$ cat config.mk
export PLATFORM = sky130hd
export DESIGN_NAME = imm_load_ctrl
export DESIGN_NICKNAME = d
export VERILOG_FILES = /design/src/rtl/imm_load_ctrl.sv
export SDC_FILE = /design/constraint.sdc
export NUM_CORES = 1
export LEC_CHECK = 0
export CORE_MARGIN = 10
export CORE_UTILIZATION = 26
export DETAILED_ROUTE_END_ITERATION = 12
export DONT_BUFFER_PORTS = 1
export GPL_TIMING_DRIVEN = 1
export HOLD_SLACK_MARGIN = 0.15
export SLEW_MARGIN = 20
export SYNTH_ARGS = -nofsm -noshare
export SYNTH_HDL_FRONTEND = slang
export SYNTH_SLANG_ARGS = --single-unit
$ cat constraint.sdc
create_clock -name clock -period 1.8 [get_ports clock]
set_input_delay 0.45 -clock clock [delete_from_list [all_inputs] [get_ports clock]]
set_output_delay 0.45 -clock clock [all_outputs]
set_load 0.02 [all_outputs]
$ cat src/rtl/imm_load_ctrl.sv
// imm_load_ctrl
// Sequencer for the immediate extender of the 16-bit core. It accepts
// loadlit / lcl / lch requests through a valid/ready handshake and steps
// through the extender, performs the register-file read-modify-write that
// the byte-insert forms need, and writes the result back.
//
// Ports:
//   clock, reset_n              rising-edge clock, async active-low reset
//   req_valid/req_ready         request handshake (ready only while IDLE)
//   req_op/req_dest/req_const   op (00 loadlit, 01 lcl, 10 lch, 11 illegal),
//                               destination register, 11-bit immediate
//   ext_controle/ext_constante  extender control and constant inputs
//   ext_palavra                 extender result
//   rf_rd_addr/rf_rd_data       register-file read (data one cycle later)
//   rf_wr_en/addr/data          register-file write strobe
//   done/err                    completion / illegal-op pulses
//   busy                        high whenever not IDLE
//   op_count                    saturating count of completed legal ops
module imm_load_ctrl #(
    parameter int REG_ADDR_W = 4,
    parameter int CNT_W      = 16
) (
    input  logic                  clock,
    input  logic                  reset_n,
    input  logic                  req_valid,
    output logic                  req_ready,
    input  logic [1:0]            req_op,
    input  logic [REG_ADDR_W-1:0] req_dest,
    input  logic [10:0]           req_const,
    output logic [1:0]            ext_controle,
    output logic [10:0]           ext_constante,
    input  logic [15:0]           ext_palavra,
    output logic [REG_ADDR_W-1:0] rf_rd_addr,
    input  logic [15:0]           rf_rd_data,
    output logic                  rf_wr_en,
    output logic [REG_ADDR_W-1:0] rf_wr_addr,
    output logic [15:0]           rf_wr_data,
    output logic                  done,
    output logic                  err,
    output logic                  busy,
    output logic [CNT_W-1:0]      op_count
);

    typedef enum logic [2:0] {
        IDLE  = 3'd0,
        EXT   = 3'd1,
        MERGE = 3'd2,
        WRITE = 3'd3,
        ERR   = 3'd4
    } state_t;

    localparam logic [1:0] OP_LOADLIT = 2'b00;
    localparam logic [1:0] OP_LCH     = 2'b10;
    localparam logic [1:0] OP_ILLEGAL = 2'b11;
    // The extender only re-evaluates on a control change, so it is parked
    // at this value outside EXT to guarantee a transition per operation.
    localparam logic [1:0] CTL_PARK   = 2'b11;

    state_t                  state_reg, state_next;
    logic [1:0]              op_reg, op_next;
    logic [REG_ADDR_W-1:0]   dest_reg, dest_next;
    logic [10:0]             const_reg, const_next;
    logic [15:0]             merged_reg, merged_next;
    logic [CNT_W-1:0]        count_reg, count_next;

    always_ff @(posedge clock or negedge reset_n) begin
        if (!reset_n) begin
            state_reg  <= IDLE;
            op_reg     <= 2'b00;
            dest_reg   <= '0;
            const_reg  <= '0;
            merged_reg <= '0;
            count_reg  <= '0;
        end else begin
            state_reg  <= state_next;
            op_reg     <= op_next;
            dest_reg   <= dest_next;
            const_reg  <= const_next;
            merged_reg <= merged_next;
            count_reg  <= count_next;
        end
    end

    always_comb begin
        state_next    = state_reg;
        op_next       = op_reg;
        dest_next     = dest_reg;
        const_next    = const_reg;
        merged_next   = merged_reg;
        count_next    = count_reg;
        req_ready     = 1'b0;
        ext_controle  = CTL_PARK;
        ext_constante = '0;
        rf_wr_en      = 1'b0;
        done          = 1'b0;
        err           = 1'b0;
        busy          = 1'b1;

        case (state_reg)
            IDLE: begin
                busy      = 1'b0;
                req_ready = 1'b1;
                if (req_valid) begin
                    op_next    = req_op;
                    dest_next  = req_dest;
                    const_next = req_const;
                    state_next = (req_op == OP_ILLEGAL) ? ERR : EXT;
                end
            end
            EXT: begin
                ext_controle = op_reg;
                case (op_reg)
                    OP_LOADLIT: ext_constante = const_reg;
                    OP_LCH:     ext_constante = {3'b000, const_reg[7:0]};
                    default:    ext_constante = '0;
                endcase
                state_next = MERGE;
            end
            MERGE: begin
                // rf_rd_data is the read issued in EXT; ext_palavra still
                // holds the result evaluated in EXT.
                case (op_reg)
                    OP_LOADLIT: merged_next = ext_palavra;
                    OP_LCH:     merged_next = {ext_palavra[15:8], rf_rd_data[7:0]};
                    default:    merged_next = {rf_rd_data[15:8], const_reg[7:0]};
                endcase
                state_next = WRITE;
            end
            WRITE: begin
                rf_wr_en = 1'b1;
                done     = 1'b1;
                if (count_reg != {CNT_W{1'b1}}) begin
                    count_next = count_reg + 1'b1;
                end
                state_next = IDLE;
            end
            ERR: begin
                err        = 1'b1;
                state_next = IDLE;
            end
            default: begin
                state_next = IDLE;
            end
        endcase
    end

    assign rf_rd_addr = dest_reg;
    assign rf_wr_addr = dest_reg;
    assign rf_wr_data = merged_reg;
    assign op_count   = count_reg;

endmodule

### Word level (Yosys, flattened, before mapping)

Cells that the tools add are included.
W data, S select, Z words.

| operators by class | value |
|---|---|
| add/subtract/negate cells | 1 |
| equality and inequality tests | 8 |
| mux-type cells | 11 |
| reductions and logical operators | 4 |

Operators by type and width:

| operator | count |
|---|---|
| $pmux W16 S2 | 1 |
| $pmux W11 S2 | 1 |
| $add A16 B1 Y16 const B | 1 |
| $ne A16 B16 Y1 const B | 1 |
| $mux W11 | 1 |
| $pmux W3 S3 | 1 |
| $eq A3 B2 Y1 const B | 2 |
| $mux W3 | 2 |
| $eq A2 B2 Y1 const B | 2 |
| $mux W1 | 4 |
| $reduce_and A2 Y1 | 2 |
| $eq A3 B1 Y1 const B | 1 |
| $eq A3 B3 Y1 const B | 1 |
| $logic_not A3 Y1 | 1 |
| $logic_not A2 Y1 | 1 |
| $mux W2 | 1 |
| $ne A2 B2 Y1 const B | 1 |

| storage, ports and cells | value |
|---|---|
| register bits | 52 |
| output and inout bits | 58 |
| logic and storage cells | 30 |

### Longest topological paths before layout

| logic depth | value |
|---|---|
| depth in word-level cells | 4 |
| gate-level depth with buffers | 6 |
| gate-level depth less buffers | 5 |

### Least setup slack after synthesis

Ideal clock, no wire load.

| path | value |
|---|---|
| path kind | reg-to-reg |
| start point | register state_reg[1] |
| end point | register const_reg[10] |
| setup time | 125 ps |
| arrival time | 1902 ps |
| slack | -227 ps |
| cell stages (with the launch flop) | 7 |
| buffers on the path | 3 |
| cell sequence | dfrtp_1 buf_4 nor3_1 and2_1 buf_4 buf_6 mux2_2 |

| between the ends | value |
|---|---|
| word-level cells in the longest chain between the ends | 2 |

RTL lines:

| item | RTL line | source |
|---|---|---|
| start, declared | 59 | `state_t state_reg, state_next;` |
| start signal, assigned | 75 | `state_reg <= state_next;` |
| $logic_not A3 Y1 | 99 | `case (state_reg)` |
| $reduce_and A2 Y1 (no line) | -- |  |
| end signal, assigned | 78 | `const_reg <= const_next;` |
| end, declared | 62 | `logic [10:0] const_reg, const_next;` |

No other way between the ends.
A chain may end at the register's enable or synchronous reset.

### Final worst setup path

| path | value |
|---|---|
| start point | register state_reg[2] |
| end point | output ext_constante[1] |

| between the ends | value |
|---|---|
| word-level cells in the longest chain between the ends | 2 |

RTL lines:

| item | RTL line | source |
|---|---|---|
| $eq A3 B1 Y1 | 99 |  |
| $mux W11 | 99 |  |
| end, declared | 31 | `output logic [10:0] ext_constante,` |

No other way between the ends.

==> results.txt <==
- Logic depth of the worst register-to-register path: 5
* Slew at the pin closest to its max-slew limit: slightly below 0.4 ns
- Required time worst endpoint: 1.35 ns
- Max-cap violations in this run came to 0.
- The analysis attributes to net switching a power of 2.28 mW.
- Clock-pin slew of the registers on the worst-case setup and hold paths: roughly 0.1 ns
* Setup violation total in the final timing report: 12
- The worst setup path is launched from a flop.
- The first global-routing pass estimated ~11 mm of wire.
- Number of pins exceeding their max-slew limit in the final report: 0
- Instance count along the most critical hold path: 1
* CTS Buf Count: 5
* Critical hold path startpoint: req_dest[1]
* Sinks on Clock Net: 52
- The worst setup path is captured at a primary output.
- Final Net Count: about 320
- Summed over all layers, the routed wires come to between 7 and 8 mm.
- Entering global routing, the biggest net connects 53 pins.
- Total nets after synthesis: about 290
- Core Rows: 36
- Dividing total power by cell area gives a power density of roughly 1600 nW/um^2.
- Relative to the synthesized area, the layout overhead comes to 23.8%.
- Insertion delay to the later sink of the worst-skew pair: 0.30 ns
- CP max stage delay: approximately 0.42 ns
* Portion of the post-synthesis area used by sequential elements: 50.8%
* Critical path start-end classification: flop to primary output
- Summed over all cells, the static leakage comes to 1.43 nW.
- From left edge to right edge, the die measures 119 um.
- Die extent in y: 119 um
- DP HPWL: around 5.4 mm
- Layout cell share with drive strength beyond 1: between 30% and 40%
- Overflow left after global routing: 0
- Final setup margin: -0.0798 ns
* Clk_skew: 0.00550 ns
* Maximum clock frequency: between 0.5 and 0.6 GHz
- Post-synth cell types: 36
- The die covers around 14000 sq um.
* Minimum period implied by the final worst setup slack: ~1.9 ns
* Violations in the final reports: negative setup slack
- Headroom to the max-slew limit came out at between 70 and 80%.
- Together, buffers and inverters on the worst path number 1.
* Unrepaired setup endpoints after global routing: true
* First-pass detailed-route iteration total: 4
- In the routed layout, each cell is associated on average with a via count of about 4.4.
- In this run the critical register-to-register path is launched from state_reg[1]$_DFFE_PN0P_.
* Post-synthesis register bit count: 52
- CTS Root Buffer Type: clkbuf_8
- Net switching fraction of the power: around 44%
- Core Box Area: 9680 sq um
* Overall fraction of global-route tracks in use: 9.70%
- In this run the critical register-to-register path is captured at op_count[14]$_DFFE_PN0P_.
- Number of design rule violations left after detail routing: 0
- CTS Buffer Depth: 2
- Sequential cells burn 45.9% of the power.
- Period utilization: 104%
- The worst hold path belongs to the class input port to flop.
- The number of antenna diodes in the final layout is 0.
- In this run the register-to-register setup slack is about 0.080 ns.
- Routability-driven placement finished with a final weighted congestion of just over 0.8.
- Post-place setup slack: between 0.09 and 0.1 ns
- TritonCTS built the clock tree.
- The count of buffers added on input and output ports is 0.
- The number of failing hold endpoints at the final stage came to 0.
* Detailed Route Iter0 Violations: 74
- Via count: between 1500 and 2000
- Worst Hold Endpoint: rf_rd_addr[1]$_DFFE_PN0P_
- Number of antenna violations at the first check in global routing: 0
* Clock power share: a little over an eighth
- Data arrives at the worst endpoint at around 1.4 ns.
- Once layout is complete, the utilization of the core stands at roughly a third.
- Effective utilization at floorplan: a little over a quarter
- A synthesized cell averages roughly 11 sq um.
- VDD sags by at most around 0.71 mV.
- Cell breakdown of the critical path: nand2b_4 -> nor3_4 -> buf_4 -> and2_2
* Cell internal power dissipation: 2.95 mW
* Part of the total power dissipated in combinational logic: approximately 41%
* Ys Warns: 0
* Final routed wire length divided by cell count: about 18 um
- The H-tree was split into 2 levels.
- Along the worst path, the maximum fanout reaches 8.
* Gate count after technology mapping: between 200 and 250
- The number of global-route vias before repair was approximately 1900.
- Antenna Nets Post-Route: 0
* I/O pins: 110
- Family of cells with the greatest summed delay on the critical path: simple AND/OR/NAND/NOR gates
- The largest individual stage delay along the critical path comes from the cell dfrtp_1.
- The run finished, with violations left.
- Netlist Area Pre-Place: around 2600 sq um
==> layout by cell type, fill, tap and decap left out, types with 2 or more instances in the layout <==
master,n
inv_1,5
and2_4,4
clkinvlp_4,2
a21oi_1,10
mux2i_1,17
buf_4,27
nand4_1,4
nor4_4,2
nand2_1,23
nand3_1,5
mux2_2,20
nor3_4,2
dfrtp_2,4
nor4_2,2
and2_2,7
nor3_1,6
and2_1,2
nor4b_1,2
xor2_1,8
dfrtp_1,48
buf_6,7
clkbuf_8,6
xnor2_1,3
nor2_1,14
o21ai_0,16
==> worst reg2reg max path: cells and delay by family, from the launching register on <==
kind,cells,cell delay [ns]
flip-flops,1,0.47
multiplexers,1,0.34
buffers and inverters,1,0.16
AND/OR/NAND/NOR,3,0.64
==> how the worst max path moves through the flow <==
stage	slack (ns)	to	from	cells after the start
finish	-0.08	ext_constante[1]	state_reg[2]$_DFFE_PN0P_	4
detailed placement	0.09	op_count[14]$_DFFE_PN0P_	state_reg[1]$_DFFE_PN0P_	4
global route	-0.18	ext_constante[0]	state_reg[2]$_DFFE_PN0P_	4
CTS	-0.12	ext_constante[6]	state_reg[2]$_DFFE_PN0P_	4
floorplan	-0.003	const_reg[10]$_DFFE_PN0P_	state_reg[1]$_DFFE_PN0P_	6
global placement	0.14	op_count[14]$_DFFE_PN0P_	state_reg[1]$_DFFE_PN0P_	4
==> power groups by stage <==
stage / combinational (mW) / clock (mW) / sequential (mW)
6_report: 2.13 / 0.699 / 2.40
5_1_grt: 2.37 / 0.793 / 2.47
4_1_cts: 2.05 / 0.736 / 2.43
3_5_place_dp: 1.94 / 0 / 2.43
3_3_place_gp: 1.90 / 0 / 2.41
2_1_floorplan: 1.57 / 0 / 2.25
==> cells by family (layout without fill, tap and decap cells) <==
kind of cell | Yosys count | count (layout) | share of synthesized area, %
flip-flops | 52 | 52 | 50.8
adder cells (fa/ha/maj) | 1 | 1 | 0.488
XOR/XNOR | 11 | 11 | 3.76
multiplexers | 38 | 38 | 15.9
AO/OA/AOI/OAI | 29 | 29 | 5.95
AND/OR/NAND/NOR | 84 | 84 | 18.3
buffers and inverters | 23 | 52 | 4.93
==> area by class of cell <==
class	instances	area [sq um]
fillers	969	6510
flip-flops and latches	52	1310
inverters	7	30.0
repair buffers	37	339
well taps	133	166
clock buffers	7	86.3
multi-input cells	163	1240
clock inverters	1	7.51
==> synthesized netlist by cell type <==
cell / count / area [sq um]
a21oi_1: 10 / 50.1
a21oi_2: 1 / 8.76
a31oi_1: 1 / 6.26
and2_1: 13 / 81.3
buf_1: 1 / 3.75
buf_2: 2 / 10.0
buf_4: 8 / 60.1
buf_6: 1 / 11.3
clkbuf_1: 4 / 15.0
dfrtp_1: 52 / 1300
ha_1: 1 / 12.5
inv_1: 7 / 26.3
mux2_1: 1 / 11.3
mux2_2: 20 / 225
mux2i_1: 17 / 170
nand2_1: 23 / 86.3
nand2b_1: 2 / 12.5
nand3_1: 5 / 25.0
nand3b_4: 1 / 20.0
nand4_1: 4 / 25.0
nand4_2: 1 / 12.5
nor2_1: 15 / 56.3
nor2b_1: 1 / 6.26
nor3_1: 8 / 40.0
nor3b_1: 2 / 15.0
nor4_1: 2 / 12.5
nor4_2: 1 / 12.5
nor4_4: 1 / 21.3
nor4b_1: 2 / 17.5
o21ai_0: 16 / 80.1
o21bai_1: 1 / 7.51
or2_2: 1 / 6.26
or3_1: 1 / 6.26
or3_4: 1 / 11.3
xnor2_1: 3 / 26.3
xor2_1: 8 / 70.1
==> through the flow <==
step / power, mW / setup TNS (ns) / hold slack [ns] / std cells / cell area (sq um)
2_1_floorplan: 3.82 / -0.0253 / 0.154 / 238 / 2590
3_3_place_gp: 4.31 / 0 / 0.157 / 386 / 2910
3_5_place_dp: 4.37 / 0 / 0.158 / 386 / 2910
4_1_cts: 5.21 / -1.30 / 0.280 / 397 / 3090
5_1_grt: 5.64 / -2.23 / 0.268 / 400 / 3170
6_report: 5.23 / -0.861 / 0.294 / 400 / 3170
==> metal layers <==
layer	up-vias	global-route usage [%]	wire, um
li1	870	-	-
met1	840	11.5	2890
met2	53	15.9	3560
met3	4	4.25	564
met4	0	2.04	40
met5	-	0	0
==> repair_timing <==
action	4_1_cts	5_1_grt
hold endpoints to repair	52	0
hold buffers	2	0
cloned	0	0
buffers inserted	1	3
resized for setup	23	12
pin swaps	4	3
setup endpoints to repair	14	16
Note: power is estimated with default switching activity, not from simulation.
